File: config.mk
export PLATFORM = sky130hd
export DESIGN_NAME = image_sum_streamer
export DESIGN_NICKNAME = d
export VERILOG_FILES = /design/src/rtl/image_pkg.sv /design/src/rtl/stream_skid_fifo.sv /design/src/rtl/image_sum_streamer.sv
export SDC_FILE = /design/constraint.sdc
export NUM_CORES = 1
export LEC_CHECK = 0
export BUFFER_PORTS_ARGS = -buffer_cell sky130_fd_sc_hd__buf_2
export CORE_MARGIN = 8
export CORE_UTILIZATION = 32
export DETAILED_ROUTE_END_ITERATION = 7
export SLEW_MARGIN = 10
export SYNTH_ARGS = -nofsm -noshare
export SYNTH_HDL_FRONTEND = slang
export SYNTH_SLANG_ARGS = --single-unit
export TNS_END_PERCENT = 100
File: constraint.sdc
create_clock -name clk -period 6 [get_ports clk]
set_input_delay 0.6 -clock clk [delete_from_list [all_inputs] [get_ports clk]]
set_output_delay 0.6 -clock clk [all_outputs]
set_load 0.03 [all_outputs]
File: src/rtl/image_pkg.sv
// Shared definitions for the image adder result path.
//   PIX_W / IMG_ADDR_W / IMG_DEPTH : result RAM geometry
//   state_t                        : streamer FSM states
//   pix_t                          : one pixel sum
package image_pkg;
  localparam int PIX_W      = 8;
  localparam int IMG_ADDR_W = 6;
  localparam int IMG_DEPTH  = 64;

  typedef enum logic [1:0] {IDLE, READ, DRAIN} state_t;

  typedef logic [PIX_W-1:0] pix_t;
endpackage

File: src/rtl/stream_skid_fifo.sv
// 2-entry FIFO of {sof, eof, data}. The head entry is a register and drives
// the stream outputs directly, so the consumer sees flop outputs.
// Ports:
//   clk, rst                  : clock, synchronous active-high reset
//   push, push_sof/eof/data   : write one entry (never while full)
//   pop                       : remove head entry (ignored when empty)
//   head_sof/eof/data         : head entry contents
//   count, full, empty        : occupancy
module stream_skid_fifo #(
  parameter int DATA_W = 8
) (
  input  logic              clk,
  input  logic              rst,
  input  logic              push,
  input  logic              push_sof,
  input  logic              push_eof,
  input  logic [DATA_W-1:0] push_data,
  input  logic              pop,
  output logic              head_sof,
  output logic              head_eof,
  output logic [DATA_W-1:0] head_data,
  output logic [1:0]        count,
  output logic              full,
  output logic              empty
);
  logic              q1_sof, q1_eof;
  logic [DATA_W-1:0] q1_data;
  logic              pop_ok;

  assign full   = (count == 2'd2);
  assign empty  = (count == 2'd0);
  assign pop_ok = pop && !empty;

  always_ff @(posedge clk) begin
    if (rst) begin
      count     <= 2'd0;
      head_sof  <= 1'b0;
      head_eof  <= 1'b0;
      head_data <= '0;
      q1_sof    <= 1'b0;
      q1_eof    <= 1'b0;
      q1_data   <= '0;
    end else begin
      case ({push, pop_ok})
        2'b10: begin
          if (empty) begin
            {head_sof, head_eof, head_data} <= {push_sof, push_eof, push_data};
          end else begin
            {q1_sof, q1_eof, q1_data} <= {push_sof, push_eof, push_data};
          end
          count <= count + 2'd1;
        end
        2'b01: begin
          {head_sof, head_eof, head_data} <= {q1_sof, q1_eof, q1_data};
          count <= count - 2'd1;
        end
        2'b11: begin
          // With one entry the new word goes straight to the head;
          // with two the second entry advances and the new word backfills.
          if (count == 2'd1) begin
            {head_sof, head_eof, head_data} <= {push_sof, push_eof, push_data};
          end else begin
            {head_sof, head_eof, head_data} <= {q1_sof, q1_eof, q1_data};
            {q1_sof, q1_eof, q1_data}       <= {push_sof, push_eof, push_data};
          end
        end
        default: ;
      endcase
    end
  end
endmodule

File: src/rtl/image_sum_streamer.sv
// Streams one frame of the result RAM (2**ADDR_W pixels) as valid/ready
// beats with sof/eof markers, absorbing the 1-cycle RAM latency and
// consumer backpressure with a 2-entry skid FIFO.
// Ports:
//   clk, rst            : clock, synchronous active-high reset
//   start, busy, done   : frame control (start ignored while busy)
//   ram_en, ram_addr    : read request to result RAM
//   ram_dout            : RAM data, valid 1 cycle after ram_en
//   m_valid, m_ready    : output handshake
//   m_data, m_sof, m_eof: output beat
//   checksum            : only with IMAGE_SUM_STREAMER_CHECKSUM_EN defined;
//                         sum of streamed pixels, cleared on accepted start
module image_sum_streamer
  import image_pkg::*;
#(
  parameter int ADDR_W = IMG_ADDR_W,
  parameter int DATA_W = PIX_W
) (
  input  logic              clk,
  input  logic              rst,
  input  logic              start,
  output logic              busy,
  output logic              ram_en,
  output logic [ADDR_W-1:0] ram_addr,
  input  logic [DATA_W-1:0] ram_dout,
  output logic              m_valid,
  input  logic              m_ready,
  output logic [DATA_W-1:0] m_data,
  output logic              m_sof,
  output logic              m_eof,
  output logic              done
`ifdef IMAGE_SUM_STREAMER_CHECKSUM_EN
  ,
  output logic [DATA_W+ADDR_W-1:0] checksum
`endif
);
  localparam logic [ADDR_W-1:0] LAST = '1;

  state_t            state, state_n;
  logic [ADDR_W-1:0] cnt;
  logic              inflight;
  logic [ADDR_W-1:0] infl_addr;
  logic [1:0]        fifo_count;
  logic [1:0]        occ;
  logic              fifo_full, fifo_empty;
  logic              head_sof, head_eof;
  logic              pop, issue_ok;

  assign pop      = m_valid && m_ready;
  // Slots committed = stored entries + the read still in flight. A pop this
  // cycle frees a slot in time for the data that lands two cycles later.
  assign occ      = fifo_count + {1'b0, inflight};
  assign issue_ok = (occ < 2'd2) || ((occ == 2'd2) && pop);

  assign busy     = (state != IDLE);
  assign ram_addr = cnt;
  assign m_valid  = !fifo_empty;
  assign m_sof    = head_sof && !fifo_empty;
  assign m_eof    = head_eof && !fifo_empty;

  always_comb begin
    state_n = state;
    ram_en  = 1'b0;
    done    = 1'b0;
    case (state)
      IDLE:  if (start) state_n = READ;
      READ: begin
        if (issue_ok) begin
          ram_en = 1'b1;
          if (cnt == LAST) state_n = DRAIN;
        end
      end
      DRAIN: begin
        if (!inflight && fifo_empty) begin
          done    = 1'b1;
          state_n = IDLE;
        end
      end
      default: state_n = IDLE;
    endcase
  end

  always_ff @(posedge clk) begin
    if (rst) begin
      state     <= IDLE;
      cnt       <= '0;
      inflight  <= 1'b0;
      infl_addr <= '0;
    end else begin
      state    <= state_n;
      inflight <= ram_en;
      if (ram_en) begin
        infl_addr <= cnt;
        cnt       <= cnt + 1'b1;
      end
      if (state == IDLE && start) cnt <= '0;
    end
  end

  stream_skid_fifo #(.DATA_W(DATA_W)) u_fifo (
    .clk       (clk),
    .rst       (rst),
    .push      (inflight),
    .push_sof  (infl_addr == '0),
    .push_eof  (infl_addr == LAST),
    .push_data (ram_dout),
    .pop       (pop),
    .head_sof  (head_sof),
    .head_eof  (head_eof),
    .head_data (m_data),
    .count     (fifo_count),
    .full      (fifo_full),
    .empty     (fifo_empty)
  );

`ifdef IMAGE_SUM_STREAMER_CHECKSUM_EN
  // Width covers 2**ADDR_W full-scale pixels, so it cannot overflow.
  always_ff @(posedge clk) begin
    if (rst)                        checksum <= '0;
    else if (state == IDLE && start) checksum <= '0;
    else if (pop)                   checksum <= checksum + {{ADDR_W{1'b0}}, m_data};
  end
`endif
endmodule

# After elaboration in Yosys (flattened, before gate mapping)
# Index checks and enable logic that the tools add are counted.
# totals
regBits	37
latchBits	0
ram_bits	0
romBits	0
input_bits	12
out_inout_bits	20
elab_cells	81
memories	0
# op_classes
add_sub_neg	4
mul	0
div_mod_pow	0
n_lt_le_gt_ge	1
n_eq_ne	16
n_shift	0
n_mux	28
bitwise_logic	0
reduce_logical	21
# ops
op	n
$mux 8	4
$pmux 8 s3	1
$pmux 8 s2	1
$ne 2x2->1 const B	7
$eq 6x6->1 const B	2
$mux 1	12
$eq 2x2->1 const B	4
$mux 2	4
$logic_and 1x1->1	7
$add 6x1->6 const B	1
$eq 2x1->1 const B	3
$logic_not 6->1	1
$pmux 1 s3	2
$pmux 2 s3	1
$reduce_bool 2->1	3
$logic_not 2->1	2
$pmux 1 s2	2
$pmux 2 s2	1
$reduce_and 4->1	1
$reduce_and 3->1	1
$reduce_bool 3->1	1
$add 2x1->2	1
$add 2x1->2 const B	1
$logic_not 1->1	2
5 further kinds	5

# Longest topological paths before layout
# Gate-level depths: netlist of the first run.
# depth
depth_word	7
mapped_depth	10
mapped_depth_nobuf	9

# Cells and area by module
# A second synthesis of the first run with hierarchy kept.
# unflattened
cells_unflattened	226
hier_area_um2	1953.1
# modules_own_cells
module	n_inst	cells_per_inst	area_per_inst_um2	seq_area_each_um2
stream_skid_fifo	1	133	1143.6	440.4
image_sum_streamer	1	93	809.5	300.3

# Worst setup path after synthesis of the first run
# No wires, ideal clock.
# synth_path
path_kind	reg2out
from	register u_fifo.count[1]
to	output port done
arrival_time_ps	1907
required_ps	5400
path_slack_ps	3493
stages_incl_launch_ff	5
path_buffers	0
cell_sequence	dfxtp_1 inv_1 ha_1 inv_1 nor4b_1
# synth_via
elab_chain_cells	4
# synth_rtl
element	line_no	text
start: declaration	stream_skid_fifo.sv:22	output logic [1:0] count,
start signal: assignment	stream_skid_fifo.sv:51	count <= count + 2'd1;
start signal: assignment	stream_skid_fifo.sv:55	count <= count - 2'd1;
$logic_not 2->1	stream_skid_fifo.sv:31	assign empty = (count == 2'd0);
$logic_and 1x1->1	image_sum_streamer.sv:74	if (!inflight && fifo_empty) begin
$mux 1	image_sum_streamer.sv:74	
$mux 1	image_sum_streamer.sv:65	case (state)
end: declaration	image_sum_streamer.sv:31	output logic done
# Every way passes these cells.

# Worst setup path after layout of the first run
# layout_path
from	register inflight
to	output port ram_en
# layout_via
elab_chain_cells	6
elab_cells_between_ends	7
classes_between	add/sub: 1; order compare: 1; eq/ne: 1; mux: 2; reduce/logical: 2
# layout_rtl
element	line_no	text
start: declaration	image_sum_streamer.sv:41	logic inflight;
start signal: assignment	image_sum_streamer.sv:91	inflight <= ram_en;
$add 2x1->2 *	image_sum_streamer.sv:52	assign occ = fifo_count + {1'b0, inflight};
$eq 2x2->1	image_sum_streamer.sv:53	assign issue_ok = (occ < 2'd2) || ((occ == 2'd2) && pop);
$logic_and 1x1->1	image_sum_streamer.sv:53	
$logic_or 1x1->1 *	image_sum_streamer.sv:53	
$mux 1 *	image_sum_streamer.sv:68	if (issue_ok) begin
$mux 1 *	image_sum_streamer.sv:65	
end: declaration	image_sum_streamer.sv:23	output logic ram_en,
# Mark *: on every way between the ends. The rest lies on a longest branch, timed or not.

==> results list, run 1 <==
- TritonCTS clock tree: yes
* Cell-internal power: 0.511 mW
* WS Path Type: reg -> out
* Slew headroom: roughly 26%
* Async set or reset register ratio after synthesis: 0%
* Area occupied by registers: 741 sq um
- In the final timing run, aggregate negative setup slack is 0 ps.
- 32 I/O pins were placed.
- Hold buffer count at cts: 0
- Once the clock tree was built, the setup fixing pass inserted 0 buffers.
* Global placer's final weighted congestion: 0.753
* Max frequency: 0.359 GHz
- Cells after synthesis: 176
- Among all flip-flop cells after synthesis, the most frequent one is sky130_fd_sc_hd__dfxtp_1.
- Per-instance average area after synthesis: between 9 and 10 sq um
- The analysis attributes to cell leakage a power of roughly 0.90 nW.
* ANT cells: 0
- CTS Root Buffer Type: sky130_fd_sc_hd__clkbuf_8
- For this run, the slowest stage of the critical path takes between 400 and 500 ps.
* Layout cell share with drive strength beyond 1: 23.9%
- Worst vdd rail ir drop: about 0.10 mV
- Num rows: 26
- The first routing iteration left 64 violations.
- Of the total power, the share spent switching nets is 39.5%.
- Data on the critical path is required at its endpoint by 5400 ps.
- Of all nets on the critical path, the largest fanout is 12.
- Maximum number of pins on one net before global-route repair: 34
- Max Clock Skew: 3.44 ps
- List of cells traversed by the critical path: ha_1, or3b_4, a21oi_4, buf_2
* Final wirelength: approximately 3400 um
- Die H: 88.8 um
* Max-cap check violation count: 0
* Via/cell ratio: 4.67
- The max-slew violation total from the final report was 0.
- Cell type of the slowest stage on the worst timing path: sky130_fd_sc_hd__dfxtp_1
* Worst Reg-to-Reg Cells: 9
* Least-Margin Pin Slew: around 1100 ps
- STA classifies the critical path startpoint as a flip-flop.
- Outcome: completed
- The longest clock path from root to sink contains 2 buffers.
* Number of nets in the synthesized netlist: between 150 and 200
- Residual antenna-violating net count after detailed routing: 0
- First-pass DRT Iterations: 4
- Cell count of the worst hold path: 2
- Setup violation total in the final timing report: 0
- The final hold violation count is 0.
* Clock latency on the worst-skew pair: 280 ps
- After detailed routing, the average wire length per cell comes to around 12 um.
- Number of vias in the routed layout: 1302
- For this design, the sink count on the clock tree is 37.
- Compared with the post-synthesis result, the final layout area differs by 18.4%.
- In this run the standard cell core region covers 0.00511 sq mm.
- Area share of the largest cell type after synthesis: 43.6%
* Arrival time reported for the critical path endpoint: 2180 ps
- The clock network is responsible for between 20% and 30% of the overall power.
- After layout, the minimum clock period comes to approximately 2800 ps.
* Global route total overflow: 0
* Post-Syn Area: 0.00170 sq mm
- The via count of the first global-routing pass came to 1322.
- Net switching component of the power: 0.333 mW
- Dividing total power by cell area gives a power density of 420 mW/mm^2.
- Buffers inserted during clock tree synthesis total 5.
- STA classifies the critical path endpoint as a primary output.
- Part of the power in combinational logic: 40.3%
- Buffers placed on the I/O ports in this run total 31.
- Counting flops with a built-in enable in the synthesized netlist gives 0.
- The die covers 0.00789 sq mm.
- Effective utilization at floorplan: 33.2%
- Path category of the worst min-delay check: reg -> reg
- Fill cell total of the finished layout: 528
- Clock transition at the registers of the reported paths: 70 ps
* Sequential power share: a little under two fifths
* Unrepaired setup endpoints after global routing: no
- Once the clock tree was built, the resizer swapped 0 gates to a different size.
- After layout, the worst path uses 46.4% of the clock period.
- Hold slack: just under 500 ps
* Wire length of the first global-routing pass: 5840 um
- Once detailed placement completed, the half-perimeter wirelength came to between 2000 and 3000 um.
- Synthesis Warnings: 0
- The number of antenna violations at the first check in global routing was 0.
- The synthesized netlist contains 33 unique library cells.
- Total of flip-flops plus latches after synthesis: 37
- The H-tree generated during clock tree synthesis spans 2 levels.
- Global routing consumed, over all layers together, a little under a tenth of the routing resources.
* Synth area leaders: sky130_fd_sc_hd__dfxtp_1, sky130_fd_sc_hd__mux2i_1, sky130_fd_sc_hd__nor2_1
- Nets: 227
- Summing all multi-input logic gate instances after layout gives 896 sq um.
- After synthesis, flip-flops and latches occupy a little over two fifths of the total area.
- The biggest area contributor in the post-synthesis netlist is sky130_fd_sc_hd__dfxtp_1.
* Die W: 88.8 um
- DRC errors left: 0
flip-flops by register name (all words and copies together), names as in the netlist:
| name | cells |
|---|---|
| u_fifo.head_data | 8 |
| u_fifo.q1_data | 8 |
| infl_addr | 6 |
| ram_addr | 6 |
| state | 2 |
| u_fifo.count | 2 |
| inflight | 1 |
| u_fifo.head_eof | 1 |
| u_fifo.head_sof | 1 |
| u_fifo.q1_eof | 1 |
| u_fifo.q1_sof | 1 |
cells in the final DEF, fill, tap and decap left out, types with 2 or more instances in the layout:
master | Yosys | final
sky130_fd_sc_hd__nor2_1 | 38 | 38
sky130_fd_sc_hd__a211oi_1 | 4 | 4
sky130_fd_sc_hd__nor3_1 | 11 | 11
sky130_fd_sc_hd__nand2_1 | 6 | 6
sky130_fd_sc_hd__mux2i_1 | 17 | 17
sky130_fd_sc_hd__xnor2_1 | 4 | 4
sky130_fd_sc_hd__inv_1 | 8 | 8
sky130_fd_sc_hd__a2111oi_4 | 2 | 2
sky130_fd_sc_hd__a221oi_1 | 10 | 10
sky130_fd_sc_hd__clkbuf_8 | 0 | 7
sky130_fd_sc_hd__dfxtp_1 | 37 | 37
sky130_fd_sc_hd__nand3_1 | 2 | 2
sky130_fd_sc_hd__xor2_1 | 2 | 2
sky130_fd_sc_hd__and2b_2 | 3 | 3
sky130_fd_sc_hd__buf_2 | 1 | 31
sky130_fd_sc_hd__nor2b_1 | 3 | 3
sky130_fd_sc_hd__ha_1 | 7 | 7
power groups by stage:
stage	logic [mW]	clock network, mW	registers [mW]
2_1_floorplan	0.223	0	0.366
3_3_place_gp	0.345	0	0.322
3_5_place_dp	0.345	0	0.323
4_1_cts	0.347	0.193	0.318
5_1_grt	0.377	0.203	0.324
6_report	0.341	0.186	0.318
cell families (layout without fill, tap and decap cells):
group	Yosys count	count (layout)	synth area share (%)
fa+ha+maj	7	7	5.16
mux	17	17	10.0
compound gates	25	25	14.5
flops	37	37	43.6
buf+inv	14	47	3.61
simple gates	69	69	19.0
xor+xnor	7	7	4.05
synthesized netlist by cell type (2+ instances only):
library cell / count
sky130_fd_sc_hd__a2111oi_4: 2
sky130_fd_sc_hd__a211oi_1: 4
sky130_fd_sc_hd__a221oi_1: 10
sky130_fd_sc_hd__and2b_2: 3
sky130_fd_sc_hd__clkbuf_1: 4
sky130_fd_sc_hd__dfxtp_1: 37
sky130_fd_sc_hd__ha_1: 7
sky130_fd_sc_hd__inv_1: 8
sky130_fd_sc_hd__mux2i_1: 17
sky130_fd_sc_hd__nand2_1: 6
sky130_fd_sc_hd__nand3_1: 2
sky130_fd_sc_hd__nor2_1: 38
sky130_fd_sc_hd__nor2b_1: 3
sky130_fd_sc_hd__nor3_1: 11
sky130_fd_sc_hd__o21ai_0: 2
sky130_fd_sc_hd__xnor2_1: 4
sky130_fd_sc_hd__xor2_1: 2
final cells by class:
class | instances | share of cell area [%]
Multi-Input combinational cell | 125 | 44.6
Sequential cell | 37 | 36.8
Inverter | 8 | 1.49
Clock inverter | 1 | 0.249
Timing Repair Buffer | 31 | 7.72
Clock buffer | 7 | 4.79
Tap cell | 70 | 4.36
metal layers:
| layer | global-route usage [%] | up-vias | routed length, um |
|---|---|---|---|
| met4 | 4.61 | 0 | 40 |
| met2 | 15.7 | 14 | 1670 |
| li1 | - | 681 | - |
| met1 | 10.9 | 605 | 1590 |
| met3 | 2.41 | 2 | 116 |
| met5 | 0 | - | 0 |
worst paths after layout:
check | startpoint | endpoint | slack [ps]
setup / recovery | inflight$_SDFF_PP0_ | ram_en | 3220
hold / removal | u_fifo.head_data[2]$_SDFFE_PP0P_ | u_fifo.head_data[2]$_SDFFE_PP0P_ | 490
setup reg to reg | u_fifo.count[0]$_SDFFE_PP0P_ | u_fifo.q1_data[4]$_SDFFE_PP0P_ | 3320
hold reg to reg | u_fifo.head_data[2]$_SDFFE_PP0P_ | u_fifo.head_data[2]$_SDFFE_PP0P_ | 490
worst max-delay path, delay by kind of cell, from the launching register on:
family	cells	cell delay, ps
buf+inv	1	280
flops	1	490
fa+ha+maj	1	290
compound gates	1	400
simple gates	1	440
metrics by stage:
step / power, mW / util [%] / setup slack (ps) / cell area, sq um / instances
5_1_grt: 0.904 / 39.4 / 3070 / 2010 / 279
2_1_floorplan: 0.589 / - / 3490 / 1700 / 176
3_3_place_gp: 0.667 / 37.4 / 3340 / 1910 / 271
3_5_place_dp: 0.669 / 37.4 / 3290 / 1910 / 271
4_1_cts: 0.859 / 39.4 / 3190 / 2010 / 279
6_report: 0.844 / 39.4 / 3220 / 2010 / 279
(Power assumes the default switching activity.)
==> inputs of run 2 (changes only) <==
ABC_AREA = 1   (was unset)
clock period = 2.3 ns   (was 6 ns; I/O delays follow)
==> run 2 against run 1 <==
  * Final cell count is 33% higher
  * Clock power grew to 3.6 times the previous value
  * Synthesized cell count rose by 50%
  * Largest power group is now registers
==> results list, run 2 <==
* Number of clock sinks seen by CTS: 37 (unchanged)
- Async set or reset register ratio after synthesis: 0% (unchanged)
- Post-synthesis sequential area ratio: 39.4% (-4.3 points)
- WS Path Type: reg -> out
* Die H: 92.7 um (+4.3%)
- Wire length of the first global-routing pass: 6980 um (+19%)
- Setup WS pre-CTS: 334 ps (-2950 ps)
- The number of top-level pins is 32 (unchanged).
- Clock transition at the registers of the reported paths: 70 ps (about the same)
- Part of the power in combinational logic: 32.7% (-7.6 points)
* Final wirelength: 3820 um (+12%)
- Placed cell area: 0.00207 sq mm (+8.7%)
- Total of flip-flops plus latches after synthesis: 37 (unchanged)
- Path category of the worst min-delay check: in -> reg
- Primary flip-flop cell chosen by synthesis mapping: sky130_fd_sc_hd__dfxtp_1
* Nets: 315 (+39%)
* Per-instance average area after synthesis: 7.13 sq um (-26%)
- The fraction of the core area covered by cells at the end of the flow was 38.0% (-1.4 points).
- Num rows: 28 (+7.7%)
- Max-slew violations: 0 (unchanged)
- The maximum single-stage delay on the critical path is 360 ps (-130 ps).
- Cell type of the slowest stage on the worst timing path: sky130_fd_sc_hd__dfxtp_1
* Post-synth EDFFs: 0 (unchanged)
* Unrepaired setup endpoints after global routing: no
- Setup violation total in the final timing report: 0 (unchanged)
* Setup repair bufs after CTS: 0 (unchanged)
- Cell taking the most area after synthesis: sky130_fd_sc_hd__dfxtp_1
- The number of distinct standard cells referenced by the synthesized netlist is 25 (-24%).
* Number of vias in the routed layout: 1627 (+25%)
- The pin count of the biggest net entering global routing came to 28 (-18%).
* Final Power: 2.18 mW (+160%)
- Number of antenna violations at the first check in global routing: 0 (unchanged)
* TritonCTS clock tree: yes
- The switching power summed over all nets came to 0.781 mW (+130%).
* Area of the die: 0.00859 sq mm (+8.8%)
- Synth-to-layout area growth: 17.4%
- Number of failing hold endpoints at the final stage: 0 (unchanged)
- Finished layout cell area: 0.00221 sq mm (+9.8%)
* Sequential power share: 36.9% (-0.7 points)
- Combined area of the multi-input logic cells: 940 sq um (+4.9%)
- Area fraction in and, or, nand and nor cells after synthesis: 31.1% (+12 points)
- The net switching share of the total power is 35.8% (-3.7 points).
- The placeable core region came to 0.00582 sq mm (+14%).
- The worst path arrival time came to 1830 ps (-350 ps).
- PwrDens: 989 mW/mm^2 (+140%)
- The worst setup path is launched from a flip-flop.
- Port buffer count: 31 (unchanged)
- The worst-skew pair later-pin latency is 290 ps (about the same).
- Global route total overflow: 0 (unchanged)
- Max frequency: 0.485 GHz
- The effective utilization at floorplan came to 32.4% (-0.89 points).
* Number of nets in the synthesized netlist: 283 (+45%)
- The share of post-route cells with drive strength above 1 is 23.6% (-0.35 points).
- Die W: 92.7 um (+4.3%)
* Worst path top cell family by delay: buffers and inverters
- The internal cell power is 1.40 mW (+170%).
- Max Clock Skew: 7.65 ps (+4.21 ps)
- H-tree levels: 2 (unchanged)
* Final cycle utilization of the critical path: 89.7%
* Worst vdd rail ir drop: 0.397 mV (+280%)
- The detail-routed via count per cell is 4.37 (-6.3%).
- Counting instances in the post-synthesis netlist gives the leading cell types as sky130_fd_sc_hd__nand2_1, sky130_fd_sc_hd__nor2_1, sky130_fd_sc_hd__dfxtp_1.
- In the final layout, the registers with the most flip-flops are u_fifo.head_data (8), u_fifo.q1_data (8).
* CTS Root Buffer Type: sky130_fd_sc_hd__clkbuf_8
- The DRC violation count after routing was 0 (unchanged).
- Fill cell total of the finished layout: 639 (+21%)
- First-iteration detailed-routing DRC count: 86 (+34%)
- Synth area leaders: sky130_fd_sc_hd__dfxtp_1, sky130_fd_sc_hd__nand2_1, sky130_fd_sc_hd__nor2_1
- The first-pass iteration count of the detailed router was 4 (unchanged).
- The critical path goes through inv_1, ha_1, inv_2, nand3b_2, nand2_2, nand2_4, inv_4, buf_2.
- Least-Margin Pin Slew: 657 ps (-447 ps)
- The worst slew slack as a fraction of its limit came to 56.1% (+30 points).
- Minimum period implied by the final worst setup slack: 2060 ps
- The number of buffers inserted by hold repair at cts is 0 (unchanged).
- The static power due to leakage came to 1.08 nW (+21%).
- The residual antenna-violating net count after detailed routing was 0 (unchanged).
* Post-synthesis adder-cell area fraction: 4.65% (-0.50 points)
- Clock buffer depth: 2 (unchanged)
- Number of buffers and inverters on the critical path: 4 (+3)
- The worst setup path is captured at a primary output.
- Post-Syn Area: 0.00188 sq mm (+11%)
* Max-cap check violation count: 0 (unchanged)
- The area share of the largest cell type after synthesis came to 39.4% (-4.3 points).
* Per-cell routed wire length: 10.3 um (-16%)
* Gr usage total: 9.83% (+0.42 points)
- Multiplexer share of the synthesized area: 0% (-10 points)
- CTS buffer count: 5 (unchanged)
* Cells after synthesis: 264 (+50%)
- The critical path required time is 2070 ps (-3330 ps).
- The number of antenna repair diodes came to 0 (unchanged).
* Clk network pwr share: 30.4% (+8.4 points)
* Area occupied by registers: 741 sq um (unchanged)
* Post_cts resized: 0 (unchanged)
- After synthesis, the largest family of logic cells by area is simple AND/OR/NAND/NOR gates.
- DP Wirelength: 2800 um (+11%)
- Sum of negative setup slack: 0 ps (unchanged)
- Post-Synth XOR/XNOR Area: 1.86% (-2.2 points)
* Maximum net fanout on the critical path: 14 (+2)
* Worst Setup Slack, final: 236 ps (-2980 ps)
- In the post-synthesis netlist, the cell with the most instances is sky130_fd_sc_hd__nand2_1.
- The library cell used most frequently in the layout, excluding fill and tap cells, is sky130_fd_sc_hd__nand2_1.
* Share of the synthesized area in compound gates (AO/OA/AOI/OAI): 12.3% (-2.2 points)
* Synthesis Warnings: 0 (unchanged)
* Global placer's final weighted congestion: 0.781 (+3.7%)
- The flow ran to the end, and the final reports show no timing, DRC or antenna violations.
- Leading cell types in the layout, fill and taps excluded: sky130_fd_sc_hd__nand2_1, sky130_fd_sc_hd__nor2_1, sky130_fd_sc_hd__dfxtp_1
- The via count of the first global-routing pass is 1605 (+21%).
[run 2: changes by cell type after synthesis, moves of 8 or more]
cell	previous run	this run
sky130_fd_sc_hd__nand2_1	6	54
sky130_fd_sc_hd__inv_1	8	31
sky130_fd_sc_hd__mux2i_1	17	0
sky130_fd_sc_hd__o21ai_0	2	19
sky130_fd_sc_hd__nand2_2	0	15
sky130_fd_sc_hd__nor3_1	11	0
sky130_fd_sc_hd__a221oi_1	10	0
sky130_fd_sc_hd__o21ai_1	0	10
sky130_fd_sc_hd__nand3_1	2	11
sky130_fd_sc_hd__nor2_1	38	46
[run 2: final timing paths]
| check | start | end | slack, ps | depth (start not counted) |
|---|---|---|---|---|
| worst max-delay path | u_fifo.count[0]$_SDFFE_PP0P_ | ram_en | 240 | 8 |
| worst max register to register | u_fifo.count[1]$_SDFFE_PP0P_ | u_fifo.q1_data[4]$_SDFFE_PP0P_ | 360 | 12 |
| worst min register to register | u_fifo.q1_data[6]$_SDFFE_PP0P_ | u_fifo.q1_data[6]$_SDFFE_PP0P_ | 480 | 2 |
| worst min-delay path | rst | infl_addr[3]$_SDFFE_PP0P_ | 190 | 2 |
[run 2: cells by family after synthesis]
group                      Yosys count
adders and majority gates            7
AOI/OAI and AO/OA                   41
xor gates and xnor gates             4
DFF                                 37
buffers and inverters               43
and+or+nand+nor                    132
[run 2: power groups by stage]
stage | Clock, mW | Combinational [mW] | Sequential [mW]
floorplan | 0 | 0.498 | 0.901
global placement | 0 | 0.727 | 0.818
detailed placement | 0 | 0.725 | 0.822
CTS | 0.684 | 0.728 | 0.807
global route | 0.706 | 0.822 | 0.823
finish | 0.665 | 0.714 | 0.805
[run 2: worst reg2reg max path: stages, from the launching register on]
cell and delay [ps]:
sky130_fd_sc_hd__dfxtp_1 310, sky130_fd_sc_hd__inv_1 110, sky130_fd_sc_hd__ha_1 260, sky130_fd_sc_hd__inv_2 80, sky130_fd_sc_hd__nand2_2 80, sky130_fd_sc_hd__inv_1 60, sky130_fd_sc_hd__ha_1 190, sky130_fd_sc_hd__nand2_1 100
sky130_fd_sc_hd__o21ai_0 80, sky130_fd_sc_hd__nand2_1 80, sky130_fd_sc_hd__clkinv_1 240, sky130_fd_sc_hd__nor2_1 180, sky130_fd_sc_hd__nor2_1 60
[run 2: per-stage QoR]
| stage | instances | hold slack [ps] |
|---|---|---|
| finish | 372 | 191 |
| global route | 372 | 189 |
| CTS | 372 | 187 |
| detailed placement | 364 | 474 |
| global placement | 364 | 465 |
| floorplan | 264 | 292 |
[run 2: area by class of cell]
class,count,share of cell area [%]
inverter,36,6.23
tap,75,4.25
clock buffer,5,3.12
multi-input combinational,184,42.5
timing repair buffer,32,7.37
clock inverter,3,2.95
sequential,37,33.5
[run 2: per-layer routing]
layer	wire (um)	up-vias	global-route usage, %	share of wire [%]
li1	-	878	-	-
met1	1830	717	11.3	48
met2	1750	26	16.6	46
met3	183	6	2.91	4.8
met4	53	0	4.30	1.4
met5	0	-	0	0
==> inputs of run 3 (changes only) <==
--- a/constraint.sdc
+++ b/constraint.sdc
@@ -3,2 +3,2 @@
 set_output_delay 0.23 -clock clk [all_outputs]
-set_load 0.03 [all_outputs]
+set_load 0.1 [all_outputs]
==> run 3 against run 2 <==
  * Hold slack worse by 0.83 ps
  * Die area is the same
  * Sequential cell count is the same
  * Sequential power is essentially flat
  * Global-route usage is 0.18 points lower
==> results list, run 3 (synthesis results as in run 2) <==
* Die H: 92.7 um (unchanged)
* Number of antenna violations at the first check in global routing: 0 (unchanged)
* TritonCTS clock tree: yes
- Worst Reg-to-Reg Cells: 12 (unchanged)
* Clock buffer depth: 2 (unchanged)
- The worst path arrival time came to 1930 ps (+100 ps).
* Number of failing hold endpoints at the final stage: 0 (unchanged)
* H-tree levels: 2 (unchanged)
- Max-slew violations: 0 (unchanged)
* Hold slack: 190 ps (-0.829 ps)
- The setup skew after layout was 8.63 ps (+0.977 ps).
- DRC errors left: 0 (unchanged)
- The pin count of the biggest net entering global routing came to 28 (unchanged).
* Critical Path RT: 2070 ps (about the same)
- WS Path Type: reg -> out
- The number of clock sinks seen by CTS came to 37 (unchanged).
* Unrepaired setup endpoints after global routing: no
* First-iteration detailed-routing DRC count: 60 (-30%)
- In this run the most critical hold path is launched from rst.
* Outcome: completed
- The cell count of the worst hold path is 2 (unchanged).
* Global route total overflow: 0 (unchanged)
- First-pass DRT Iterations: 4 (unchanged)
- Worst Setup Slack, final: 141 ps (-94.9 ps)
- The final weighted congestion of routability-driven global placement is 0.738 (-5.4%).
- FF-to-FF Start: u_fifo.count[1]$_SDFFE_PP0P_
* Port buffer count: 31 (unchanged)
- The share of post-route cells with drive strength above 1 came to 23.2% (-0.34 points).
- The worst slack at placement was 350 ps (+15.8 ps).
- ANT cells: 0 (unchanged)
- Wire length of the first global-routing pass: 6770 um (-3.1%)
- Finished layout cell area: 0.00216 sq mm (-2.2%)
* Standby leakage power: 1.06 nW (-2.1%)
- The overall fraction of global-route tracks in use was 9.65% (-0.18 points).
* Slew headroom: 55.0% (-1.1 points)
* Clock latency on the worst-skew pair: 290 ps (about the same)
- The number of top-level pins is 32 (unchanged).
* Worst vdd rail ir drop: 0.412 mV (+3.8%)
* Destination of the worst register-to-register timing path: u_fifo.q1_eof$_SDFFE_PP0P_
* Hold buffer count at cts: 0 (unchanged)
- End of the worst hold path: infl_addr[0]$_SDFFE_PP0P_
- The power density over the cells is 1060 mW/mm^2 (+7.6%).
- The worst setup path is launched from a flip-flop.
- The number of vias after detailed routing is 1635 (+0.49%).
* Final wirelength: 3940 um (+3.1%)
* Max frequency: 0.463 GHz (-4.4%)
- Via/cell ratio: 4.40 (+0.49%)
* Leading cell types in the layout, fill and taps excluded: sky130_fd_sc_hd__nand2_1, sky130_fd_sc_hd__nor2_1, sky130_fd_sc_hd__dfxtp_1
* Num rows: 28 (unchanged)
* Area of the die: 0.00859 sq mm (unchanged)
- The slew of the pin with the lowest slew margin came to 673 ps (+16.2 ps).
- The reg-to-reg setup timing slack came to 380 ps (+20 ps).
* Critical path origin: inflight$_SDFF_PP0_
* Clock transition at the registers of the reported paths: 70 ps (about the same)
- The HPWL after detailed placement came to 2830 um (+1.2%).
- Final cycle utilization of the critical path: 93.9% (+4.1 points)
- Synth-to-layout area growth: 14.8%
- Registers with the highest flip-flop counts: u_fifo.head_data (8), u_fifo.q1_data (8)
- The residual antenna-violating net count after detailed routing was 0 (unchanged).
- The effective utilization at floorplan is 32.4% (unchanged).
- Path category of the worst min-delay check: in -> reg
- The setup total negative slack is 0 ps (unchanged).
- The biggest fanout along the worst timing path is 14 (unchanged).
* Placeable core area: 0.00582 sq mm (unchanged)
- The via count of the first global-routing pass was 1552 (-3.3%).
* CTS Root Buffer Type: sky130_fd_sc_hd__clkbuf_8
- The horizontal extent of the die was 92.7 um (unchanged).
- STA classifies the critical path endpoint as a primary output.
- The minimum period implied by the final worst setup slack came to 2160 ps (+94.9 ps).
- CTS buffer count: 5 (unchanged)
- Commonest non-fill, non-tap cell in the layout: sky130_fd_sc_hd__nand2_1
- Nets: 315 (unchanged)
- The routed wire length per instance is 10.6 um (+3.1%).
- The max-cap violation count was 0 (unchanged).
- Placed cell area: 0.00207 sq mm (unchanged)
- Setup violation total in the final timing report: 0 (unchanged)
-- run 3: area by class of cell --
type | instances | area (sq um)
Fill cell | 653 | 3660
Multi-Input combinational cell | 184 | 940
Sequential cell | 37 | 741
Timing Repair Buffer | 32 | 165
Inverter | 36 | 138
Tap cell | 75 | 93.8
Clock buffer | 6 | 72.6
Clock inverter | 2 | 10.0
-- run 3: worst max path at each step --
stage | end | slack (ps) | depth (start not counted)
2_1_floorplan | done | 110 | 4
3_3_place_gp | ram_en | 380 | 8
6_report | ram_en | 140 | 6
5_1_grt | ram_en | 5 | 8
3_5_place_dp | ram_en | 350 | 8
4_1_cts | ram_en | 30 | 8
-- run 3: through the flow --
step	util, %	total power [mW]	cells
finish	37.1	2.30	372
global route	37.1	2.46	372
CTS	37.1	2.33	372
detailed placement	35.7	1.89	364
global placement	35.7	1.88	364
floorplan	-	1.74	264
-- run 3: power by group --
part           total, mW  leakage, nW  internal, mW  switching, mW
clock network      0.437       0.0450         0.210          0.227
logic               1.06        0.714         0.224          0.832
registers          0.804        0.303         0.749         0.0556
-- run 3: metal layers --
metal | GRT usage, % | vias to the layer above | share of wire [%]
li1 | - | 875 | -
met1 | 10.3 | 727 | 44
met2 | 17.2 | 27 | 50
met5 | 0 | - | 0
met3 | 2.75 | 6 | 4.4
met4 | 4.43 | 0 | 1.5
-- run 3: worst max-delay path, cell delays in order (launching register included) --
cell	delay, ps
sky130_fd_sc_hd__dfxtp_1	420
sky130_fd_sc_hd__ha_1	250
sky130_fd_sc_hd__nand3b_2	200
sky130_fd_sc_hd__nand2_2	100
sky130_fd_sc_hd__nand2_4	130
sky130_fd_sc_hd__inv_4	170
sky130_fd_sc_hd__clkbuf_4	360
-- run 3: timing repair --
action                     4_1_cts  5_1_grt
resized for setup                0        1
setup buffers                    0        0
setup endpoints to repair        0        1
